`config.mk`:
```
export PLATFORM = sky130hd
export DESIGN_NAME = count_pwm_gen
export DESIGN_NICKNAME = d
export VERILOG_FILES = /design/src/rtl/count_pwm_gen.sv
export SDC_FILE = /design/constraint.sdc
export NUM_CORES = 1
export LEC_CHECK = 0
export ABC_AREA = 1
export CELL_PAD_IN_SITES_DETAIL_PLACEMENT = 0
export CELL_PAD_IN_SITES_GLOBAL_PLACEMENT = 1
export CORE_ASPECT_RATIO = 1.2
export CORE_MARGIN = 3
export CORE_UTILIZATION = 41
export CTS_CLUSTER_SIZE = 28
export DETAILED_ROUTE_END_ITERATION = 6
export GPL_TIMING_DRIVEN = 0
export PLACE_DENSITY = 0.94
export REMOVE_ABC_BUFFERS = 1
export SLEW_MARGIN = 0
export SYNTH_ARGS = -nofsm -noshare
export SYNTH_HDL_FRONTEND = slang
export SYNTH_SLANG_ARGS = --single-unit
```
`constraint.sdc`:
```
create_clock -name clk_i -period 2.9 [get_ports clk_i]
set_clock_uncertainty 0.1 [all_clocks]
set_input_delay 0.87 -clock clk_i [delete_from_list [all_inputs] [get_ports clk_i]]
set_output_delay 0.87 -clock clk_i [all_outputs]
set_load 0.03 [all_outputs]
```
`src/rtl/count_pwm_gen.sv`:
```
// PWM generator driven by an external free-running counter, with shadowed duty load,
// wrap strobe/tally and (with PWM_DISC_RESYNC_EN) count-discontinuity resynchronisation.
`timescale 1ns/1ps
module count_pwm_gen #(
   parameter int CW = 6,
   parameter int WW = 8
) (
   input  logic          clk_i,
   input  logic          rst_ni,
   input  logic [CW-1:0] count_i,
   input  logic [CW-1:0] duty_data_i,
   input  logic          duty_valid_i,
   output logic          duty_ready_o,
   output logic          pwm_o,
   output logic          wrap_pulse_o,
   output logic [WW-1:0] wrap_count_o,
   output logic          discont_o,
   output logic [1:0]    state_o
);

   typedef enum logic [1:0] {
      IDLE = 2'd0,
      RUN  = 2'd1,
      PEND = 2'd2
   } state_e;

   localparam logic [CW-1:0] CNT_MAX = '1;

   state_e        state_q, state_d;
   logic [CW-1:0] shadow_q, shadow_d;
   logic [CW-1:0] active_q, active_d;
   logic [CW-1:0] prev_q;
   logic          pwm_q, pwm_d;
   logic          wrap_pulse_q;
   logic [WW-1:0] wrap_count_q;
   logic          wrap;
   logic          accept;

   // Handshake: a duty value transfers on any rising edge where duty_valid_i and
   // duty_ready_o are both high; ready is low only while a value waits in the shadow.
   assign wrap   = (prev_q == CNT_MAX) && (count_i == '0);
   assign accept = duty_valid_i && (state_q != PEND);

   always_comb begin
      state_d  = state_q;
      shadow_d = shadow_q;
      active_d = active_q;
      case (state_q)
         IDLE, RUN: begin
            // An accept coinciding with a wrap is held for the following wrap.
            if (accept) begin
               state_d  = PEND;
               shadow_d = duty_data_i;
            end
         end
         PEND: begin
            if (wrap) begin
               state_d  = RUN;
               active_d = shadow_q;
            end
         end
         default: state_d = IDLE;
      endcase
   end

`ifdef PWM_DISC_RESYNC_EN
   logic          resync_q, resync_d;
   logic          discont_q;
   logic          disc;
   logic [CW-1:0] prev_inc;

   assign prev_inc = prev_q + CW'(1);
   assign disc     = (count_i != prev_q) && (count_i != prev_inc) && !wrap;

   always_comb begin
      resync_d = resync_q;
      if (disc)      resync_d = 1'b1;
      else if (wrap) resync_d = 1'b0;
      pwm_d = (state_d != IDLE) && (count_i < active_d) && !resync_d;
   end

   always_ff @(posedge clk_i or negedge rst_ni) begin
      if (!rst_ni) begin
         resync_q  <= 1'b0;
         discont_q <= 1'b0;
      end else begin
         resync_q  <= resync_d;
         discont_q <= disc;
      end
   end

   assign discont_o = discont_q;
`else
   always_comb begin
      pwm_d = (state_d != IDLE) && (count_i < active_d);
   end

   assign discont_o = 1'b0;
`endif

   always_ff @(posedge clk_i or negedge rst_ni) begin
      if (!rst_ni) begin
         state_q      <= IDLE;
         shadow_q     <= '0;
         active_q     <= '0;
         prev_q       <= '0;
         pwm_q        <= 1'b0;
         wrap_pulse_q <= 1'b0;
         wrap_count_q <= '0;
      end else begin
         state_q      <= state_d;
         shadow_q     <= shadow_d;
         active_q     <= active_d;
         prev_q       <= count_i;
         pwm_q        <= pwm_d;
         wrap_pulse_q <= wrap;
         if (wrap) wrap_count_q <= wrap_count_q + WW'(1);
      end
   end

   assign duty_ready_o = (state_q != PEND);
   assign pwm_o        = pwm_q;
   assign wrap_pulse_o = wrap_pulse_q;
   assign wrap_count_o = wrap_count_q;
   assign state_o      = state_q;

endmodule
```
### Word-level counts from Yosys, hierarchy flattened

Cells that the tools add are included.

* register bits: 30
* input bits: 15
* output and inout bits: 14
* logic and storage cells: 26

* $add $sub $neg: 1
* $lt $le $gt $ge: 1
* eq/ne operators: 4
* mux-type cells: 5
* reduce and logical (&&, ||, !) cells: 8

Operators by type and width (number)
* 2-to-1 mux 6 bit: 2
* adder 8 x 1 -> 8 bit, second input constant: 1
* equality test 6 bit, second input constant: 1
* zero test 6 bit: 1
* less-than comparator 6 bit: 1
* 2-to-1 mux 2 bit: 2
* one-hot mux 2 bit (2 select lines): 1
* logical AND 1 bit: 3
* equality test 2 x 1 -> 1 bit, second input constant: 1
* equality test 2 bit, second input constant: 1
* zero test 2 bit: 1
* inequality test 2 bit, second input constant: 1
* AND reduction 2 bit: 1
* nonzero test 2 bit: 1
* OR reduction 2 bit: 1

### Longest topological paths before layout

Gate-level depths: netlist of run 1.

* depth in word-level cells: 6
* mapped depth: 11

### Worst setup path before layout of run 1

No wires, ideal clock.

* kind: input-to-reg
* from: input port count_i[4]
* to: register pwm_q (netlist: pwm_o)
* setup time: 0.077 ns
* arrival time: 2.168 ns
* data required time: 2.723 ns
* slack: 0.554 ns
* stages: 10
* path buffers: 0
* cells stage by stage: nor2_2 > nand2_2 > nor2_4 > nand3_2 > or2_0 > o21ai_1 > ha_1 > a21oi_1 > o211ai_1 > a21oi_1

* cells in the longest elaborated chain, start to end: 6
* elaborated cells between the ends (all ways): 9

RTL lines
* start, declared: line 10 `input logic [CW-1:0] count_i,`
* zero test 6 bit: line 41 `assign wrap = (prev_q == CNT_MAX) && (count_i == '0);`
* logical AND 1 bit: line 41
* 2-to-1 mux 6 bit or 2-to-1 mux 2 bit (tied branches): line 57 `if (wrap) begin`
* 2-to-1 mux 6 bit or one-hot mux 2 bit (2 select lines) (tied branches): line 48 `case (state_q)`
* less-than comparator 6 bit or nonzero test 2 bit (tied branches): line 95 `pwm_d = (state_d != IDLE) && (count_i < active_d);`
* logical AND 1 bit *: line 95
* named net pwm_d: line 33 `logic pwm_q, pwm_d;`
* end signal, assigned: line 115 `pwm_q <= pwm_d;`
* end, declared: line 33

Mark *: on every way through the listed nets, which the timed path passes. The rest lies on a longest branch.
A chain may end at the register's enable or synchronous reset.

### Worst setup path in the final report of run 1

* from: register state_q[0] (netlist: state_o[0])
* to: output port duty_ready_o

* cells in the longest elaborated chain, start to end: 1

RTL lines
* start, declared: line 29 `state_e state_q, state_d;`
* start signal, assigned: line 111 `state_q <= state_d;`
* inequality test 2 bit: line 121 `assign duty_ready_o = (state_q != PEND);`
* end, declared: line 13 `output logic duty_ready_o,`

No other way between the ends.

==> flow_metrics.tcl, run 1 <==
set metrics [dict create \
    worstSetupStartpointType "register" \
    yosysTopAreaCellShare 0.552 \
    cap_violations 0 \
    grt_start_max_net_pins 31 \
    worstMarginPinSlew_ns 0.644 \
    port_buffers 27 \
    wl_per_cell_um 11.7 \
    r2r_start "state_o[0]" \
    clkTransAtPathRegs_ns 0.08 \
    peakVddDrop_v 0.000454 \
    place.detailed.hpwl_mm 1.82 \
    syn_inst 131 \
    clk_latency_ns 0.32 \
    ys_warn_count 0 \
    via_per_inst 4.73 \
    setup_slack_ns 0.164 \
    grt_antenna_before_repair 0 \
    ys.flop_type "dfrtp_1" \
    core_mm2 0.00311 \
    r2r-end "pwm_o" \
    ctsHoldBuffers 0 \
    cts_tree "yes" \
    io_pins 29 \
    h-tree-depth 2 \
    crit_end "duty_ready_o" \
    synth_cell_types 28 \
    cp_max_fo 4 \
    ys_seq_area_frac 0.552 \
    fin_crit_ns 2.74 \
    layout.cells.most_common "dfrtp_1" \
    area_delta_synth_final_pct 26.4 \
    die_w_um 58.6 \
    rsz0062_at_grt "false" \
    hold_violations 0 \
    cts-root-buf "clkbuf_4" \
    initial_core_util 0.437 \
    grtUsageMet1 0.139 \
    grt_first_pass_wirelength_mm 3.95 \
    place.gp.congestion 0.807 \
    grt-ovfl-total 0 \
    final_cell_mix "dfrtp_1, clkdlybuf4s50_1, inv_1, nand2_1, ha_1" \
    drive_gt1_frac 0.146 \
    clock_path_buffers 2 \
    rows 22 \
    post_cts_buffers 0 \
    fin_nets 185 \
    worst_ep_required_time_ns 1.93 \
    n_fill_cell 270 \
    powerDensity_mw_per_mm2 486 \
    synth_top_cell_by_area "dfrtp_1" \
    arrival_ns 1.77 \
    yosys-top-cells-area "dfrtp_1, ha_1, inv_1, nand2_1, mux2_2" \
    dieArea_mm2 0.00404 \
    synth-edff-count 0 \
    worstSetupPathType "register to output pin" \
    clock-sinks 30 \
    die_h_um 69.1 \
    slew_violations 0 \
    synthArstFlopShare 1.00 \
    num_antenna_cells 0 \
    status "complete, no violations" \
    fin_tns_setup_ns 0 \
    setup_viol 0 \
    r2r_setup_slack_ns 0.86 \
    drt_iter0_drc 25 \
    place_ws_ns -0.206 \
    cellLeakagePower_nw 0.888 \
    grt_pass1_vias 926 \
    crit_path_start "state_o[0]" \
    met2_usage 0.209 \
    max_freq_ghz 0.365 \
    grt.busiest_layer "met2" \
    routed_wl_mm 2.33 \
    vias 945 \
    end_kind "output pin" \
    ys_seq_elements 30 \
    cts-buffers-inserted 5 \
    track_usage 0.128 \
    drt.antenna.violating_nets 0 \
    grtUsageMet3 0.0599 \
    r2r_cells 8 \
    hold_path_class "register to register" \
    fin_crit_sh 0.943 \
    maxSlewHeadroom 0.571 \
    syn_area_mm2 0.00136 \
    dr.pass1.iters 4 \
    synth_area_per_cell_um2 10.4 \
    drcViolationCount 0 \
]
through the flow:
stage | instance area [µm²] | cells | utilization | total power, mW | hold WS, ns
floorplan | 1350 | 130 | - | 0.566 | 0.355
global placement | 1670 | 193 | 0.536 | 0.620 | 0.356
detailed placement | 1670 | 193 | 0.536 | 0.625 | 0.365
CTS | 1710 | 200 | 0.550 | 0.848 | 0.377
global route | 1720 | 200 | 0.552 | 0.882 | 0.402
finish | 1720 | 200 | 0.552 | 0.834 | 0.377
power breakdown:
group          total (mW)  leakage [nW]  internal (mW)  switching [mW]
sequential          0.487         0.369          0.468          0.0193
clock               0.219        0.0254         0.0911           0.128
combinational       0.127         0.493         0.0648          0.0627
total               0.834         0.888          0.624           0.210
cell usage after synthesis, types with 4 or more instances:
cell,n
o21ai_1,5
nand3_1,4
a21oi_1,4
nor2_1,5
nand2_1,20
xor2_1,5
ha_1,6
mux2_2,5
inv_1,20
or2_0,5
dfrtp_1,30
routing by layer:
| metal | vias up | routed length [µm] |
|---|---|---|
| met4 | 0 | 47 |
| met5 | - | 0 |
| met2 | 26 | 1180 |
| met3 | 6 | 161 |
| li1 | 471 | - |
| met1 | 442 | 949 |
worst max-delay path, stage by stage (launching register included):
cell and delay, ns:
dfrtp_1 0.40, nor2_1 0.31, inv_1 0.12, clkdlybuf4s50_1 0.61
worst min path at each step:
stage                     from              end  slack, ns  cells after the start
2_1_floorplan      active_q[1]      active_q[1]       0.35                      2
3_3_place_gp   wrap_count_o[7]  wrap_count_o[7]       0.36                      1
3_5_place_dp   wrap_count_o[7]  wrap_count_o[7]       0.37                      1
4_1_cts        wrap_count_o[7]  wrap_count_o[7]       0.38                      1
5_1_grt        wrap_count_o[7]  wrap_count_o[7]       0.40                      1
6_report       wrap_count_o[7]  wrap_count_o[7]       0.38                      1
registers in the layout, indices dropped and copies added (netlist names):
register	count
prev_q	6
wrap_pulse_o	1
wrap_count_o	8
pwm_o	1
active_q	6
state_o	2
shadow_q	6
cell type report:
type / count / area (µm²) / share of cell area
multi-input combinational: 79 / 533 / 0.310
clock buffer: 7 / 45.0 / 0.0262
sequential: 30 / 751 / 0.437
tap: 36 / 45.0 / 0.0262
inverter: 21 / 78.8 / 0.0459
timing repair buffer: 27 / 265 / 0.154
cell families after synthesis:
group	after synthesis	share of synthesized area
AND/OR/NAND/NOR	49	0.197
flip-flops	30	0.552
buffers and inverters	22	0.0635
AO/OA/AOI/OAI	11	0.0424
XOR/XNOR	7	0.0451
adder cells (fa/ha/maj)	6	0.0552
multiplexers	5	0.0414
other	1	0.00276
what timing repair did:
item	CTS	global route
endpoints found under the setup margin	0	1
resized for setup	0	2
endpoints found under the hold margin	0	0
No activity file was read; power rests on OpenSTA's default activity.
==> run 2, diff against run 1 <==
Settings changed: RECOVER_POWER from default to 25.
==> run 2 against run 1 <==
Compared with the run above: the flow now finishes with violations (capacitance limit, slew limit); first-iteration DRC count unchanged; cell count is the same; worst hold slack did not move; utilization hardly changed; die area unchanged; critical path type unchanged; flip-flop and latch count stayed put; sequential power barely moved; sequential share of layout area hardly changed; wire length barely moved; critical path depth is the same; largest cell class unchanged; combinational power hardly changed; via count stayed put.
==> flow_metrics.tcl, run 2 (synthesized netlist as in run 1, its figures left out) <==
set metrics [dict create \
    area_delta_synth_final_pct 26.3 \
    clkTransAtPathRegs_ns 0.08 \
    r2r_cells 8 \
    worstSetupStartpointType "register" \
    dieArea_mm2 0.00404 \
    slew_violations 31 \
    port_buffers 27 \
    grt_antenna_before_repair 0 \
    setup_slack_ns 0.164 \
    whs_path_depth 1 \
    dr.pass1.iters 4 \
    holdCritStartpoint "wrap_count_o[7]" \
    multi_input_area_um2 533 \
    drt_iter0_drc 25 \
    drive_gt1_frac 0.140 \
    drt.antenna.violating_nets 0 \
    end_kind "output pin" \
    seq_area_um2 751 \
    hold_path_class "register to register" \
    cts_tree "yes" \
    total_power_mw 0.834 \
    worstSetupPathType "register to output pin" \
    hold_slack_ns 0.377 \
    grt_first_pass_wirelength_mm 3.95 \
    track_usage 0.128 \
    clock_path_buffers 2 \
    violations "capacitance limit, slew limit" \
    n_fill_cell 271 \
    clock-sinks 30 \
    arrival_ns 1.77 \
    rsz0062_at_grt "false" \
    cap_violations 1 \
    powerDensity_mw_per_mm2 486 \
    r2r-end "pwm_o" \
    min_to "wrap_count_o[7]" \
    layout.cells.most_common "dfrtp_1" \
    grt-ovfl-total 0 \
    r2r_setup_slack_ns 0.86 \
    cts-buffers-inserted 5 \
    die_h_um 69.1 \
    place.detailed.hpwl_mm 1.82 \
    dpl_cell_area_mm2 0.00167 \
    ctsHoldBuffers 0 \
    rows 22 \
    die_w_um 58.6 \
    r2r_start "state_o[0]" \
    h-tree-depth 2 \
    grt_pass1_vias 926 \
    hold_violations 0 \
    peakVddDrop_v 0.000454 \
    worst_ep_required_time_ns 1.93 \
    max_freq_ghz 0.365 \
    io_pins 29 \
    place.gp.congestion 0.807 \
    via_per_inst 4.73 \
    design_area_mm2 0.00172 \
    fin_crit_ns 2.74 \
    initial_core_util 0.437 \
    clk_latency_ns 0.32 \
    fin_crit_sh 0.943 \
    core_mm2 0.00311 \
    drcViolationCount 0 \
    fin_nets 185 \
    worstMarginPinSlew_ns 1.54 \
    routed_wl_mm 2.33 \
    status "finished, violations left" \
    vias 945 \
    setup_viol 0 \
    cellLeakagePower_nw 0.885 \
    cts-root-buf "clkbuf_4" \
    fin_tns_setup_ns 0 \
    largest_register_ffs 8 \
    maxSlewHeadroom -0.0256 \
    grt_start_max_net_pins 31 \
    final_cell_mix "dfrtp_1, clkdlybuf4s50_1, inv_1, nand2_1, ha_1" \
    cp_max_fo 4 \
    wl_per_cell_um 11.7 \
    num_antenna_cells 0 \
    place_ws_ns -0.206 \
]
## run 2: final cells by class
class,instances,area share
flip-flops and latches,30,0.437
multi-input cells,79,0.310
repair buffers,27,0.154
inverters,21,0.0459
clock buffers,7,0.0262
well taps,36,0.0262
## run 2: layer usage
layer | vias up | share of wire | global-route usage
li1 | 471 | - | -
met1 | 442 | 0.41 | 0.139
met2 | 26 | 0.50 | 0.209
met3 | 6 | 0.069 | 0.0599
met4 | 0 | 0.020 | 0.0567
met5 | - | 0 | 0
## run 2: what timing repair did
action | 4_1_cts | 5_1_grt
endpoints found under the hold margin | 0 | 0
endpoints found under the setup margin | 0 | 1
gates resized for setup | 0 | 2
buffers inserted | 0 | 0
## run 2: worst max-delay path, stage by stage (launching register included)
cell and delay [ns]:
dfrtp_1 0.40, nor2_1 0.31, inv_1 0.12, clkdlybuf4s50_1 0.61
## run 2: power breakdown
part           total [mW]  internal [mW]  leakage, nW  switching, mW
logic               0.127         0.0646        0.490         0.0627
registers           0.487          0.468        0.369         0.0193
clock network       0.219         0.0911       0.0254          0.128
total               0.834          0.624        0.885          0.210
## run 2: worst max path at each step
stage	start	endpoint	slack (ns)
5_1_grt	count_i[4]	pwm_o	0.02
3_5_place_dp	count_i[4]	pwm_o	-0.21
3_3_place_gp	count_i[4]	pwm_o	-0.16
6_report	state_o[0]	duty_ready_o	0.16
4_1_cts	count_i[4]	pwm_o	0.11
2_1_floorplan	count_i[4]	pwm_o	0.55
## run 2: per-stage QoR
step                       util  std cells
final                     0.552        200
after global routing      0.552        200
after CTS                 0.550        200
after detailed placement  0.536        193
after global placement    0.536        193
after floorplan               -        130
==> RTL change 1: new RTL, settings of run 2 <==
The parameter `CW` goes from 6 to 12.
--- a/src/rtl/count_pwm_gen.sv
+++ b/src/rtl/count_pwm_gen.sv
@@ -4,3 +4,3 @@
 module count_pwm_gen #(
-   parameter int CW = 6,
+   parameter int CW = 12,
    parameter int WW = 8
Interface: changed (resized count_i and duty_data_i); port bits go from 29 to 41. The function was not compared with the original's and may differ.
==> RTL change 1 against run 2 <==
  * Utilization is 1.5 points higher
  * Clock power increased by 120%
  * Routed wire length up 89%
  * Sequential power increased by 55%
  * Sequential cell count up 18
  * Power is 71% higher
  * Synthesized area grew 65%
  * Worst setup slack got worse by 0.049 ns
  * First-iteration DRC count increased by 150%
  * Final area is 69% higher
  * Die area is 58% higher
  * Highest routed layer unchanged
==> RTL change 1: results (changes against run 2) <==
* Min Clock Period, post-route: 2.785 ns (was 2.736 ns)
- The area fraction in compound gates after synthesis is 9.598% (was 4.236%).
* Post-DP HPWL: 3.103 mm (was 1.822 mm)
* Worst voltage drop across the vdd grid: 0.3497 mV (was 0.4541 mV)
- Leakage dissipation: 1.463 nW (was 0.8849 nW)
- Total routing resource utilization after global routing: 14.91% (was 12.85%)
- The master of the slowest instance on the critical path is sky130_fd_sc_hd__o221a_2 (was sky130_fd_sc_hd__clkdlybuf4s50_1).
- Data arrival at the endpoint of the critical path: 2.88 ns (was 1.77 ns)
- The number of I/O port buffers is 39 (was 27).
- The clock-pin slew of the registers on the worst-case setup and hold paths came to 0.10 ns (was 0.08 ns).
- Top cell family by delay on the critical path: compound AO/OA/AOI/OAI gates (was buffers and inverters)
* Top cells by area, synth: sky130_fd_sc_hd__dfrtp_1 54%, sky130_fd_sc_hd__nand2_1 7.9%, sky130_fd_sc_hd__ha_1 6.7% (was sky130_fd_sc_hd__dfrtp_1 55%, sky130_fd_sc_hd__ha_1 5.5%, sky130_fd_sc_hd__inv_1 5.5%)
- The critical path's largest stage delay was 0.24 ns (was 0.61 ns).
* Post-synthesis mux area share: 0% (was 4.144%)
- Switch Pwr: 0.3551 mW (was 0.2102 mW)
- Highest fanout seen on the critical path: 6 (was 4)
* Worst setup startpoint: count_i[4] (was state_o[0]$_DFF_PN0_)
- Most frequent cells after synthesis: 48 x sky130_fd_sc_hd__dfrtp_1, 47 x sky130_fd_sc_hd__nand2_1, 40 x sky130_fd_sc_hd__inv_1 (was 30 x sky130_fd_sc_hd__dfrtp_1, 20 x sky130_fd_sc_hd__inv_1, 20 x sky130_fd_sc_hd__nand2_1).
- The power density over the cells came to 490.0 mW/mm² (was 485.7 mW/mm²).
- Post-Place Setup Slack: -0.7621 ns (was -0.2061 ns)
- Outcome: completed (was complete, but fails checks)
* Post-Syn Instances: 234 (was 131)
- The routability congestion estimate came to 0.7995 (was 0.8071).
- The first-pass GRT wire length was 7.320 mm (was 3.953 mm).
- The number of cells after detailed placement was 329 (was 193).
- Share of power burned in registers: 53.2% (was 58.4%)
[RTL change 1: cell type report]
class	count	area, µm²	share of cell area, %
sequential	48	1201	41.40
multi-input combinational	136	888.4	30.62
timing repair buffer	47	434.2	14.96
inverter	45	176.4	6.080
tap	60	75.07	2.587
clock buffer	5	68.82	2.372
clock inverter	3	42.54	1.466
timing repair inverter	2	15.01	0.5175
[RTL change 1: kinds of logic (layout without fill, tap and decap cells)]
logic type	Yosys count	count (layout)
compound gates	33	33
xor+xnor	7	7
fa+ha+maj	12	12
buf+inv	50	102
flops	48	48
other cells	1	1
simple gates	83	83
[RTL change 1: per-layer routing]
layer  part of all wire, %  vias to the layer above  global-route usage (%)
li1                      -                      832                       -
met1                    43                      802                   18.08
met2                    49                       43                   24.27
met3                   5.3                        9                   4.734
met4                   2.5                        0                   6.096
met5                     0                        -                       0
[RTL change 1: repair_timing]
item,in CTS,in global routing
pin swaps,4,7
buffers inserted,4,3
gates resized for setup,17,13
endpoints found under the setup margin,1,1
cloned,2,0
==> RTL change 2: new RTL, settings of run 2 <==
Made on the original files. The output `pwm_o` loses its register stage (`pwm_q` becomes a continuous assignment).
--- a/src/rtl/count_pwm_gen.sv
+++ b/src/rtl/count_pwm_gen.sv
@@ -106,3 +106,2 @@
          prev_q       <= '0;
-         pwm_q        <= 1'b0;
          wrap_pulse_q <= 1'b0;
@@ -114,3 +113,2 @@
          prev_q       <= count_i;
-         pwm_q        <= pwm_d;
          wrap_pulse_q <= wrap;
@@ -119,2 +117,4 @@
    end
+
+   assign pwm_q = pwm_d;
 
Function: changed (a bounded check fails within 4 cycles, from zero or initial values and one cycle with rst_ni low).
==> RTL change 2 against run 2 <==
  * The flow finishes with violations (negative setup slack)
  * Register-to-register slack improved by 0.10 ns
  * Sequential power fell by 3%
  * Power rose by 6.9%
  * Clock power rose by 28%
  * Non-clock buffer count rose by 17
  * First-iteration DRC count rose by 72%
  * Final area rose by 8.6%
  * Critical path depth rose by 9
  * Sequential cell count fell by 1
  * Routed wire length rose by 19%
  * Worst setup slack got worse by 0.86 ns
  * Synthesized area fell by 1.8%
  * Maximum frequency fell by 24%
==> RTL change 2: results (changes against run 2) <==
- The post-CTS setup repair buffer count is 14 (was 0).
* Length of routed met2 wiring: 1.497 mm (was 1.175 mm)
- Cell with the biggest individual delay on the critical path: sky130_fd_sc_hd__ha_1 (was sky130_fd_sc_hd__clkdlybuf4s50_1)
* Part of the power in the clock network: 31.6% (was 26.3%)
- Most frequent cells after synthesis: 29 x sky130_fd_sc_hd__dfrtp_1, 20 x sky130_fd_sc_hd__inv_1, 20 x sky130_fd_sc_hd__nand2_1 (was 30 x sky130_fd_sc_hd__dfrtp_1, 20 x sky130_fd_sc_hd__inv_1, 20 x sky130_fd_sc_hd__nand2_1).
- The routability congestion estimate was 0.7545 (was 0.8071).
- The clock buffer and inverter area fraction after layout is 3.758% (was 2.624%).
- The leakage power is 0.9796 nW (was 0.8849 nW).
* Post-DP HPWL: 1.782 mm (was 1.822 mm)
- Worst hold slack: 0.3681 ns (was 0.3768 ns)
- Reg-to-reg setup timing slack: 0.96 ns (was 0.86 ns)
* Number of placed instances, taps included: 192 (was 193)
- First-pass GRT wire length: 4.740 mm (was 3.953 mm)
- The via count of the first global-routing pass came to 1,175 (was 926).
* Vias: 1,066 (was 945)
- The proportion of layout cells with a drive suffix above 1 came to 30.39% (was 14.02%).
* Routed wire per std cell: 12.77 µm (was 11.66 µm)
* Capture instance of the worst register-to-register path: active_q[3]$_DFF_PN0_ (was pwm_o$_DFF_PN0_)
* Global routing met3 resource utilization: 5.849% (was 5.993%)
- Pin count of the biggest net entering global routing: 30 (was 31)
* Met1 global-route usage: 15.74% (was 13.91%)
- Layout-stage area growth over the synthesis result: 39.78% (was 26.34%)
* Outcome: complete, but fails checks (unchanged)
- The highest net fanout along the worst path is 7 (was 4).
- Failing checks: negative setup slack (was max-capacitance violations, max-slew violations)
* Data arrival at the endpoint of the critical path: 2.63 ns (was 1.77 ns)
- The final worst-path setup slack was -0.6982 ns (was 0.1640 ns).
- Switch Pwr: 0.2291 mW (was 0.2102 mW)
- M1 WL: 1.007 mm (was 948 µm)
- The number of setup violations in the final report is 1 (was 0).
-- RTL change 2: kinds of logic (layout without fill, tap and decap cells) --
| kind of cell | count (synthesis) | count (layout) | share of synthesized area (%) |
|---|---|---|---|
| adder cells (fa/ha/maj) | 6 | 6 | 5.628 |
| XOR/XNOR | 7 | 7 | 4.597 |
| other | 1 | 1 | 0.2812 |
| multiplexers | 5 | 5 | 4.221 |
| buffers and inverters | 22 | 73 | 6.473 |
| AO/OA/AOI/OAI | 11 | 11 | 4.315 |
| flip-flops | 29 | 29 | 54.41 |
| AND/OR/NAND/NOR | 49 | 49 | 20.08 |
-- RTL change 2: worst max-delay path by stage --
stage	cells after the start	endpoint	slack, ns	from
global placement	12	pwm_o	-1.65	count_i[4]
finish	12	pwm_o	-0.70	count_i[4]
floorplan	10	pwm_o	-0.64	count_i[4]
global route	12	pwm_o	-0.84	count_i[4]
detailed placement	12	pwm_o	-1.71	count_i[4]
CTS	12	pwm_o	-0.72	count_i[2]
